`src/rtl/alu_pkg.sv`:
```
// alu_pkg: shared definitions for the multi-cycle ALU.
//   - op code constants (OP_AND .. OP_MUL)
//   - top-level FSM state type and iterative-unit operation kind
//   - helpers that classify ops as iterative (multi-cycle) or not
package alu_pkg;

    localparam logic [3:0] OP_AND  = 4'b0000;
    localparam logic [3:0] OP_OR   = 4'b0001;
    localparam logic [3:0] OP_ADD  = 4'b0010;
    localparam logic [3:0] OP_XOR  = 4'b0011;
    localparam logic [3:0] OP_SLL  = 4'b0100;
    localparam logic [3:0] OP_SRL  = 4'b0101;
    localparam logic [3:0] OP_SUB  = 4'b0110;
    localparam logic [3:0] OP_SLT  = 4'b0111;
    localparam logic [3:0] OP_SLTU = 4'b1000;
    localparam logic [3:0] OP_MUL  = 4'b1001;
    localparam logic [3:0] OP_SRA  = 4'b1101;

    typedef enum logic [1:0] {
        ST_IDLE,
        ST_BUSY,
        ST_DONE
    } state_t;

    typedef enum logic [1:0] {
        IT_SLL,
        IT_SRL,
        IT_SRA,
        IT_MUL
    } iter_kind_t;

    function automatic logic is_shift(input logic [3:0] op);
        return (op == OP_SLL) || (op == OP_SRL) || (op == OP_SRA);
    endfunction

    // A shift by zero completes on the single-cycle path; MUL is only
    // iterative when the multiplier is built in (otherwise it is undefined).
    function automatic logic is_multicycle(input logic [3:0] op,
                                           input logic       amt_nonzero,
                                           input logic       mul_en);
        return (is_shift(op) && amt_nonzero) || (mul_en && (op == OP_MUL));
    endfunction

    function automatic iter_kind_t iter_kind(input logic [3:0] op);
        iter_kind_t k;
        case (op)
            OP_SLL:  k = IT_SLL;
            OP_SRL:  k = IT_SRL;
            OP_SRA:  k = IT_SRA;
            default: k = IT_MUL;
        endcase
        return k;
    endfunction

endpackage

```
`src/rtl/alu_mc_iter.sv`:
```
// alu_iter_unit: iterative shifter / shift-add multiplier.
//   clk, reset  : clock, async active-high reset
//   flush       : abandons the current iteration
//   start       : load operands and begin (ignored while flush is high)
//   kind        : shift direction/type or multiply
//   opa, opb    : operands (opb is the multiplier for MUL)
//   amount      : shift distance (must be non-zero when start is used for a shift)
//   done        : high during the final iteration cycle
//   result_next : value the final iteration produces; valid while done=1
module alu_iter_unit
    import alu_pkg::*;
#(
    parameter int WIDTH = 32
) (
    input  logic                         clk,
    input  logic                         reset,
    input  logic                         flush,
    input  logic                         start,
    input  iter_kind_t                   kind,
    input  logic [WIDTH-1:0]             opa,
    input  logic [WIDTH-1:0]             opb,
    input  logic [$clog2(WIDTH)-1:0]     amount,
    output logic                         done,
    output logic [WIDTH-1:0]             result_next
);

    localparam int SHW = $clog2(WIDTH);

    logic             busy;
    iter_kind_t       kind_q;
    logic [WIDTH-1:0] acc;
    logic [WIDTH-1:0] mcand;
    logic [WIDTH-1:0] mplier;
    logic [SHW:0]     cnt;
    logic [WIDTH-1:0] acc_next;

    // One step of the current operation: shift by one bit, or add the
    // (already aligned) multiplicand when the current multiplier bit is set.
    always_comb begin
        acc_next = acc;
        unique case (kind_q)
            IT_SLL: acc_next = {acc[WIDTH-2:0], 1'b0};
            IT_SRL: acc_next = {1'b0, acc[WIDTH-1:1]};
            IT_SRA: acc_next = {acc[WIDTH-1], acc[WIDTH-1:1]};
            IT_MUL: acc_next = mplier[0] ? (acc + mcand) : acc;
        endcase
    end

    // The top captures result_next on the edge that ends the last iteration,
    // so done is asserted while the final step is still combinational.
    assign done        = busy && (cnt == (SHW+1)'(1));
    assign result_next = acc_next;

    always_ff @(posedge clk or posedge reset) begin
        if (reset) begin
            busy   <= 1'b0;
            kind_q <= IT_SLL;
            acc    <= '0;
            mcand  <= '0;
            mplier <= '0;
            cnt    <= '0;
        end else if (flush) begin
            busy <= 1'b0;
        end else if (start) begin
            busy   <= 1'b1;
            kind_q <= kind;
            mcand  <= opa;
            mplier <= opb;
            if (kind == IT_MUL) begin
                acc <= '0;
                cnt <= (SHW+1)'(WIDTH);
            end else begin
                acc <= opa;
                cnt <= {1'b0, amount};
            end
        end else if (busy) begin
            acc    <= acc_next;
            mcand  <= {mcand[WIDTH-2:0], 1'b0};
            mplier <= {1'b0, mplier[WIDTH-1:1]};
            cnt    <= cnt - (SHW+1)'(1);
            if (done) begin
                busy <= 1'b0;
            end
        end
    end

endmodule

```
`src/rtl/alu_mc.sv`:
```
// alu_mc: multi-cycle ALU with valid/ready handshakes and status flags.
//   clk, reset           : clock, async active-high reset
//   flush                : synchronous abort of in-flight op / pending result
//   in_valid, in_ready   : op handshake (in_ready only in IDLE)
//   op, source1, source2 : op code and operands (shift amount in source2[SHW-1:0])
//   out_valid, out_ready : result handshake; result/flags held while out_valid
//   result               : operation result
//   carry_out            : ADD carry / SUB borrow, else 0
//   overflow             : ADD/SUB signed overflow, else 0
//   zero, negative       : result == 0, result MSB
// Parameters: WIDTH (power of two, 8..64), MUL_EN (0 makes MUL undefined).
module alu_mc
    import alu_pkg::*;
#(
    parameter int WIDTH  = 32,
    parameter bit MUL_EN = 1'b1
) (
    input  logic             clk,
    input  logic             reset,
    input  logic             flush,
    input  logic             in_valid,
    output logic             in_ready,
    input  logic [3:0]       op,
    input  logic [WIDTH-1:0] source1,
    input  logic [WIDTH-1:0] source2,
    output logic             out_valid,
    input  logic             out_ready,
    output logic [WIDTH-1:0] result,
    output logic             carry_out,
    output logic             overflow,
    output logic             zero,
    output logic             negative
);

    localparam int SHW = $clog2(WIDTH);

    state_t           state;
    logic [SHW-1:0]   amount;
    logic             multi;
    logic             start;
    logic             iter_done;
    logic [WIDTH-1:0] iter_result;

    logic [WIDTH:0]   sum;
    logic [WIDTH:0]   diff;
    logic [WIDTH-1:0] sc_res;
    logic             sc_carry;
    logic             sc_ovf;

    assign amount = source2[SHW-1:0];
    assign multi  = is_multicycle(op, |amount, MUL_EN);
    assign start  = (state == ST_IDLE) && in_valid && !flush && multi;

    alu_iter_unit #(
        .WIDTH(WIDTH)
    ) u_iter (
        .clk         (clk),
        .reset       (reset),
        .flush       (flush),
        .start       (start),
        .kind        (iter_kind(op)),
        .opa         (source1),
        .opb         (source2),
        .amount      (amount),
        .done        (iter_done),
        .result_next (iter_result)
    );

    // Subtraction as A + ~B + 1: the extra MSB is the "no borrow" carry.
    assign sum  = {1'b0, source1} + {1'b0, source2};
    assign diff = {1'b0, source1} + {1'b0, ~source2} + (WIDTH+1)'(1);

    // Single-cycle datapath, evaluated on the raw inputs and captured at accept.
    // Shifts only reach this path with a zero amount, so they pass source1.
    always_comb begin
        sc_res   = '0;
        sc_carry = 1'b0;
        sc_ovf   = 1'b0;
        case (op)
            OP_AND: sc_res = source1 & source2;
            OP_OR:  sc_res = source1 | source2;
            OP_XOR: sc_res = source1 ^ source2;
            OP_ADD: begin
                sc_res   = sum[WIDTH-1:0];
                sc_carry = sum[WIDTH];
                sc_ovf   = (source1[WIDTH-1] == source2[WIDTH-1]) &&
                           (sum[WIDTH-1] != source1[WIDTH-1]);
            end
            OP_SUB: begin
                sc_res   = diff[WIDTH-1:0];
                sc_carry = ~diff[WIDTH];
                sc_ovf   = (source1[WIDTH-1] != source2[WIDTH-1]) &&
                           (diff[WIDTH-1] != source1[WIDTH-1]);
            end
            OP_SLT:  sc_res = {{(WIDTH-1){1'b0}}, ($signed(source1) < $signed(source2))};
            OP_SLTU: sc_res = {{(WIDTH-1){1'b0}}, (source1 < source2)};
            OP_SLL, OP_SRL, OP_SRA: sc_res = source1;
            default: sc_res = '0;
        endcase
    end

    always_ff @(posedge clk or posedge reset) begin
        if (reset) begin
            state     <= ST_IDLE;
            in_ready  <= 1'b1;
            out_valid <= 1'b0;
            result    <= '0;
            carry_out <= 1'b0;
            overflow  <= 1'b0;
            zero      <= 1'b0;
            negative  <= 1'b0;
        end else if (flush) begin
            // Result and flags are left as-is; only the handshake is cleared.
            state     <= ST_IDLE;
            in_ready  <= 1'b1;
            out_valid <= 1'b0;
        end else begin
            case (state)
                ST_IDLE: begin
                    if (in_valid) begin
                        in_ready <= 1'b0;
                        if (multi) begin
                            state <= ST_BUSY;
                        end else begin
                            state     <= ST_DONE;
                            out_valid <= 1'b1;
                            result    <= sc_res;
                            carry_out <= sc_carry;
                            overflow  <= sc_ovf;
                            zero      <= (sc_res == '0);
                            negative  <= sc_res[WIDTH-1];
                        end
                    end
                end
                ST_BUSY: begin
                    if (iter_done) begin
                        state     <= ST_DONE;
                        out_valid <= 1'b1;
                        result    <= iter_result;
                        carry_out <= 1'b0;
                        overflow  <= 1'b0;
                        zero      <= (iter_result == '0);
                        negative  <= iter_result[WIDTH-1];
                    end
                end
                ST_DONE: begin
                    if (out_ready) begin
                        state     <= ST_IDLE;
                        out_valid <= 1'b0;
                        in_ready  <= 1'b1;
                    end
                end
                default: begin
                    state     <= ST_IDLE;
                    out_valid <= 1'b0;
                    in_ready  <= 1'b1;
                end
            endcase
        end
    end

endmodule
```
`config.mk`:
```
export PLATFORM = sky130hd
export DESIGN_NAME = alu_mc
export DESIGN_NICKNAME = d
export VERILOG_FILES = /design/src/rtl/alu_pkg.sv /design/src/rtl/alu_mc_iter.sv /design/src/rtl/alu_mc.sv
export SDC_FILE = /design/constraint.sdc
export NUM_CORES = 1
export LEC_CHECK = 0
export ABC_AREA = 1
export CAP_MARGIN = 20
export CORE_MARGIN = 10
export CORE_UTILIZATION = 35
export CTS_CLUSTER_DIAMETER = 40
export CTS_CLUSTER_SIZE = 8
export DETAILED_ROUTE_END_ITERATION = 10
export GPL_ROUTABILITY_DRIVEN = 0
export PLACE_DENSITY_LB_ADDON = 0.08
export SETUP_SLACK_MARGIN = 0.02
export SYNTH_ARGS = -nofsm -noshare
export SYNTH_HDL_FRONTEND = slang
export SYNTH_SLANG_ARGS = --single-unit
```
`constraint.sdc`:
```
create_clock -name clk -period 6.4 [get_ports clk]
set_clock_uncertainty 0.1 [all_clocks]
set_input_delay 0.96 -clock clk [delete_from_list [all_inputs] [get_ports clk]]
set_output_delay 0.96 -clock clk [all_outputs]
set_load 0.05 [all_outputs]
```
== Word level (Yosys, flattened, before mapping) ==
Cells that the tools add are included.
Storage, ports and cells
  register bits: 145
  bits in latches: 0
  memory bits (writable): 0
  memory bits (read-only): 0
  input bits: 73
  output and inout port bits: 38
  logic and storage cells: 137
  memories kept: 0
Cells by class
  add/sub/neg operators: 5
  multipliers: 0
  divide/modulo/power cells: 0
  $lt $le $gt $ge: 2
  equality and inequality tests: 29
  shift-type cells: 0
  muxes and demuxes: 55
  bitwise gates (word level): 6
  reduce and logical (&&, ||, !) cells: 26
Operators with widths (number)
  two-way mux 32 bit: 11
  case mux 32 bit (8 select lines): 1
  case mux 32 bit (4 select lines): 1
  adder 32 x 32 -> 33 bit: 2
  logical NOT 32 bit: 2
  less-than comparator 32 bit: 2
  case mux 32 bit (2 select lines): 1
  adder 33 x 1 -> 33 bit, second input constant: 1
  adder 32 bit: 1
  AND 32 bit: 1
  inverter 32 bit: 1
  bitwise OR 32 bit: 1
  XOR 32 bit: 1
  two-way mux 1 bit: 23
  two-way mux 6 bit: 3
  == test 4 x 3 -> 1 bit, second input constant: 4
  == test 4 bit, second input constant: 3
  != test 3 bit, second input constant: 4
  case mux 1 bit (2 select lines): 6
  case mux 2 bit (3 select lines): 2
  two-way mux 2 bit: 5
  == test 2 bit, second input constant: 4
  == test 4 x 2 -> 1 bit, second input constant: 2
  != test 2 bit, second input constant: 4
  20 further kinds: 37

== Logic depth before layout (Yosys ltp) ==
  word-level depth: 9
  mapped depth: 24
  gate-level depth less buffers: 24

== By module ==
Synthesis repeated with hierarchy kept, for this count alone.
Unflattened totals
  cell total of the unflattened synthesis: 2921
  area, all modules: 17087.6 um^2
By module, submodules not included
  alu_mc: times used 1, cells an instance 1600, area an instance 8605.8 um^2, sequential area each 977.2 um^2
  alu_iter_unit: times used 1, cells an instance 1321, area an instance 8481.9 um^2, sequential area each 2627.5 um^2

== Least setup slack after synthesis ==
Ideal clock, no wire load.
  path kind: input -> register
  start: input port source1[0]
  end: register zero
  setup time: 66 ps
  arrival time: 2871 ps
  data required time: 6234 ps
  path slack: 3363 ps
  stages: 23
  path buffers: 0
  cell sequence: inv_1 > ha_1 > inv_1 > fa_1 > nand2_1 > nand2_1 > nand2_1 > inv_1 > nand2_1 > nand2_1 > nand2_1 > nand2_1 > nand2_1 > nand3_1 > nand3_1 > nand3_1 > nor2_1 > nand2_1 > nor2_1 > nand3_1 > nand2_1 > nand2_1 > nand2_1
On the way
  longest elaborated chain between the ends: 7
  elaborated cells between the ends (all ways): 13
  those cells by class: add/sub: 3; order compare: 2; mux: 4; bitwise: 3; reduce/logical: 1
RTL lines
  start, declared: RTL line alu_mc.sv:24  | input logic [WIDTH-1:0] source1,
  adder 32 x 32 -> 33 bit: RTL line alu_mc.sv:71  | assign diff = {1'b0, source1} + {1'b0, ~source2} + (WIDTH+1)'(1);
  adder 33 x 1 -> 33 bit: RTL line alu_mc.sv:71
  case mux 32 bit (8 select lines) (*): RTL line alu_mc.sv:79  | case (op)
  logical NOT 32 bit (*): RTL line alu_mc.sv:130  | zero <= (sc_res == '0);
  two-way mux 1 bit (*): RTL line alu_mc.sv:122  | if (multi) begin
  two-way mux 1 bit (*): RTL line alu_mc.sv:120  | if (in_valid) begin
  case mux 1 bit (2 select lines) (*): RTL line alu_mc.sv:118  | case (state)
  end signal, assigned: RTL line alu_mc.sv:130
  end signal, assigned: RTL line alu_mc.sv:142  | zero <= (iter_result == '0);
  end, declared: RTL line alu_mc.sv:31  | output logic zero,
Every way passes the cells marked *; elsewhere a longest branch is shown, timed or not. The select of a mux whose other input is x is not followed.
A chain may end at the register's enable or synchronous reset.

== Final worst setup path ==
  start: input port op[2]
  end: register u_iter.acc[22]
On the way
  longest elaborated chain between the ends: 8
  elaborated cells between the ends (all ways): 15
  those cells by class: eq/ne: 5; mux: 3; reduce/logical: 7
RTL lines
  start, declared: RTL line alu_mc.sv:23  | input logic [3:0] op,
  parallel branches: the longest is 8 deep, another holds two-way mux 32 bit
  end signal, assigned: RTL line alu_mc_iter.sv:73  | acc <= opa;
  end signal, assigned: RTL line alu_mc_iter.sv:77  | acc <= acc_next;
  end, declared: RTL line alu_mc_iter.sv:31  | logic [WIDTH-1:0] acc;
Parallel ways; which one is timed is not known.

==> summary.md <==
| Metric | Value |
|---|---|
| Run status | `complete, no violations` |
| Number of design rule violations left after detail routing | `0` |
| Clock latency on the worst-skew pair | `0.45 ns` |
| Starting Density | `0.355` |
| First-pass GRT wire length | `about 100 mm` |
| WP buf/inv | `6` |
| Post-CTS resize count | `0` |
| Total count of hold-check failures in the final report | `0` |
| Total of warnings raised by yosys | `0` |
| Synthesized netlist cell count | `2734` |
| Detailed Place HPWL | `55.6 mm` |
| Setup Crit Path Kind | `input pin to register` |
| CP arrival | `4.86 ns` |
| Antenna Violating Nets Remaining | `0` |
| Number of CTS-inserted buffers | `17` |
| H-tree levels | `4` |
| Die Span X | `235 um` |
| Leading cell type in the layout, fill and taps excluded | `sky130_fd_sc_hd__nand2_1` |
| Number of unique standard cell types used by synthesis | `47` |
| Count of port buffers added during placement | `110` |
| Vias/cell | `between 5 and 6` |
| First-pass iteration count of the detailed router | `6` |
| GRT Util Overall | `0.239` |
| CP Capture Type | `register` |
| Yosys reg bits | `between 100 and 150` |
| Total setup violations reported at the end of the flow | `0` |
| Worst setup margin | `1.80 ns` |
| Sum of negative setup slack | `0 ns` |
| Fraction of final layout cells with drive strength greater than 1 | `0.0301` |
| Core area | `approximately 45000 sq um` |
| Worst reg2reg path startpoint | `state[0]` |
| Crit. Startpoint | `op[2]` |
| Wirelength per Cell | `20.5 um` |
| Proportion of synthesized flip-flops having asynchronous set or reset | `1.00` |
| Total nets after synthesis | `between 2000 and 3000` |
| Max-Slew Margin vs Limit | `0.322` |
| Area of the die | `55100 sq um` |
| Area of the multi-input gates | `about 11000 sq um` |
| Antenna violations before repair | `3` |
| Master of the slowest instance on the critical path | `sky130_fd_sc_hd__clkdlybuf4s50_1` |
| Sequential cell area | `3600 sq um` |
| Static Leak | `around 9.4 nW` |
| Routed vias | `18400` |
| Power density of the placed cells | `roughly 430 nW/um^2` |
| Part of the cycle the worst path needs | `0.719` |
| Height of the die | `235 um` |
| Buffer levels on the longest clock path | `2` |
| Peak VDD IR | `225 uV` |
| Layout filler cell count | `5129` |
| Register area share after synthesis | `0.223` |
| Startpoint Class | `input pin` |
| CTS tree | `done` |
| Final Net Count | `2985` |
| Worst-case register-to-register setup slack | `2.84 ns` |
| Number of global-route vias before repair | `17300` |
| Max-cap violation count | `0` |
| Most used cells in the layout excluding fill and tap cells | `sky130_fd_sc_hd__nand2_1, sky130_fd_sc_hd__inv_1, sky130_fd_sc_hd__nor2_1, sky130_fd_sc_hd__nand3_1, sky130_fd_sc_hd__a21oi_1` |
| Prevailing post-synth register cell | `sky130_fd_sc_hd__dfrtp_1` |
| List of cells traversed by the critical path | `clkdlybuf4s50_1 -> inv_1 -> nor2_2 -> nand2_2 -> inv_2 -> o21ai_1 -> o31ai_2 -> nand2_4 -> clkinv_2 -> o21ai_4 -> inv_4 -> buf_12 -> o21ai_0 -> o22ai_1` |
| Mean cell area of the mapped netlist | `5.90 sq um` |
| Summed area of non-filler cells in the final layout | `18300 sq um` |
| Final WL | `69.4 mm` |
| Transition time of the tightest slew-check pin | `1.02 ns` |
| Post-Place Cell Area | `17700 sq um` |
| Cell family with most CP delay | `buffers and inverters` |
| Count of flip-flops with a built-in enable after synthesis | `0` |
| Maximum cell stage delay along the critical path | `0.61 ns` |
| Num rows | `78` |
| Clock-pin slew reported for the worst setup and hold paths after clock tree synthesis | `0.07 ns` |
| Layout overhead on the synthesized area | `13.1%` |
| Detailed Route Iter0 Violations | `1963` |
| Top Ports | `111` |
| Post-synthesis cell area | `16100 sq um` |
| Number of buffers inserted to repair setup after CTS | `0` |
| Max Transition Viols Final | `0` |
| Total congestion overflow after global routing | `0` |
| Root buffer cell | `sky130_fd_sc_hd__clkbuf_16` |
| Hold Path Origin | `result[1]` |
| Clk sinks | `144` |
| Peak clock frequency supported by timing | `0.217 GHz` |
| Required time at the endpoint of the critical path | `around 6.7 ns` |
| CTS hold repair buffers | `0` |
| Pin count of the biggest net entering global routing | `94` |
| Post-placement setup slack | `between 1 and 1.5 ns` |
| CP max FO | `93` |
| Worst min path class | `register to register` |
| Setup repair after global routing missed its margin | `false` |
| Fin crit period | `4.60 ns` |
-- final cells by class --
cell class              count  area share
diodes                      2    0.000274
clock buffers              18      0.0241
clock inverters            14     0.00788
inverters                 391      0.0809
multi-input cells        2099       0.580
flip-flops and latches    144       0.197
well taps                 600      0.0411
repair buffers            124      0.0679
-- synthesized netlist by cell type, types with 5 or more instances --
cell type / n / area, sq um
sky130_fd_sc_hd__a211oi_1: 9 / 67.6
sky130_fd_sc_hd__a21oi_1: 163 / 816
sky130_fd_sc_hd__a221oi_1: 15 / 131
sky130_fd_sc_hd__a31oi_1: 56 / 350
sky130_fd_sc_hd__buf_2: 57 / 285
sky130_fd_sc_hd__buf_4: 7 / 52.6
sky130_fd_sc_hd__clkbuf_1: 30 / 113
sky130_fd_sc_hd__dfrtp_1: 143 / 3580
sky130_fd_sc_hd__ha_1: 132 / 1650
sky130_fd_sc_hd__inv_1: 373 / 1400
sky130_fd_sc_hd__inv_2: 18 / 67.6
sky130_fd_sc_hd__nand2_1: 846 / 3180
sky130_fd_sc_hd__nand2_2: 8 / 50.1
sky130_fd_sc_hd__nand3_1: 217 / 1090
sky130_fd_sc_hd__nand3b_1: 9 / 67.6
sky130_fd_sc_hd__nand4_1: 14 / 87.6
sky130_fd_sc_hd__nor2_1: 316 / 1190
sky130_fd_sc_hd__nor3_1: 27 / 135
sky130_fd_sc_hd__nor4_1: 8 / 50.1
sky130_fd_sc_hd__o211ai_1: 22 / 165
sky130_fd_sc_hd__o21ai_0: 142 / 711
sky130_fd_sc_hd__o21ai_1: 15 / 75.1
sky130_fd_sc_hd__o21bai_1: 12 / 90.1
sky130_fd_sc_hd__o221ai_1: 9 / 78.8
sky130_fd_sc_hd__o22ai_1: 37 / 231
sky130_fd_sc_hd__xor2_1: 5 / 43.8
-- final timing paths --
path                                   end  cells past startpoint
max                         u_iter.acc[22]                     14
max reg2reg                 u_iter.acc[22]                      8
max in group asynchronous   u_iter.acc[23]                      3
min in group asynchronous  u_iter.mcand[2]                      2
min reg2reg                      result[1]                      2
min                              result[1]                      2
-- flip-flops by register name (all words and copies together), names as in the netlist --
register	cells
result	32
u_iter.acc	32
u_iter.mcand	32
u_iter.mplier	32
u_iter.cnt	6
state	2
u_iter.kind_q	2
carry_out	1
in_ready	1
out_valid	1
overflow	1
u_iter.busy	1
zero	1
-- where the power goes --
part | internal [W] | switching (W)
combinational | 0.00160 | 0.00347
sequential | 0.00133 | 0.000442
clock | 0.000558 | 0.000460
-- tightest hold or removal path: stages, from the launching register on --
cell and delay [ns]:
sky130_fd_sc_hd__dfrtp_1 0.36, sky130_fd_sc_hd__nand2_1 0.06, sky130_fd_sc_hd__nand2_1 0.06
-- through the flow --
stage / util / power [W] / instances / hold WS [ns]
final: 0.401 / 0.00786 / 3392 / 0.407
after global routing: 0.401 / 0.00856 / 3392 / 0.436
after CTS: 0.401 / 0.00782 / 3390 / 0.407
after detailed placement: 0.388 / 0.00677 / 3358 / 0.379
after global placement: 0.388 / 0.00672 / 3357 / 0.368
after floorplan: - / 0.00518 / 2734 / 0.353
-- layer usage --
layer | vias up | track usage | part of all wire
met5 | - | 0 | 0
met4 | 0 | 0.0692 | 0.026
met3 | 104 | 0.0354 | 0.074
met2 | 747 | 0.375 | 0.44
met1 | 8566 | 0.333 | 0.46
li1 | 8942 | - | -
-- cells by family after synthesis --
family / after synthesis / synth area share
AND/OR/NAND/NOR: 1457 / 0.367
AO/OA/AOI/OAI: 502 / 0.180
buffers and inverters: 491 / 0.121
flip-flops: 144 / 0.223
adder cells (fa/ha/maj): 135 / 0.106
XOR/XNOR: 5 / 0.00271
Note: power is estimated with default switching activity, not from simulation.
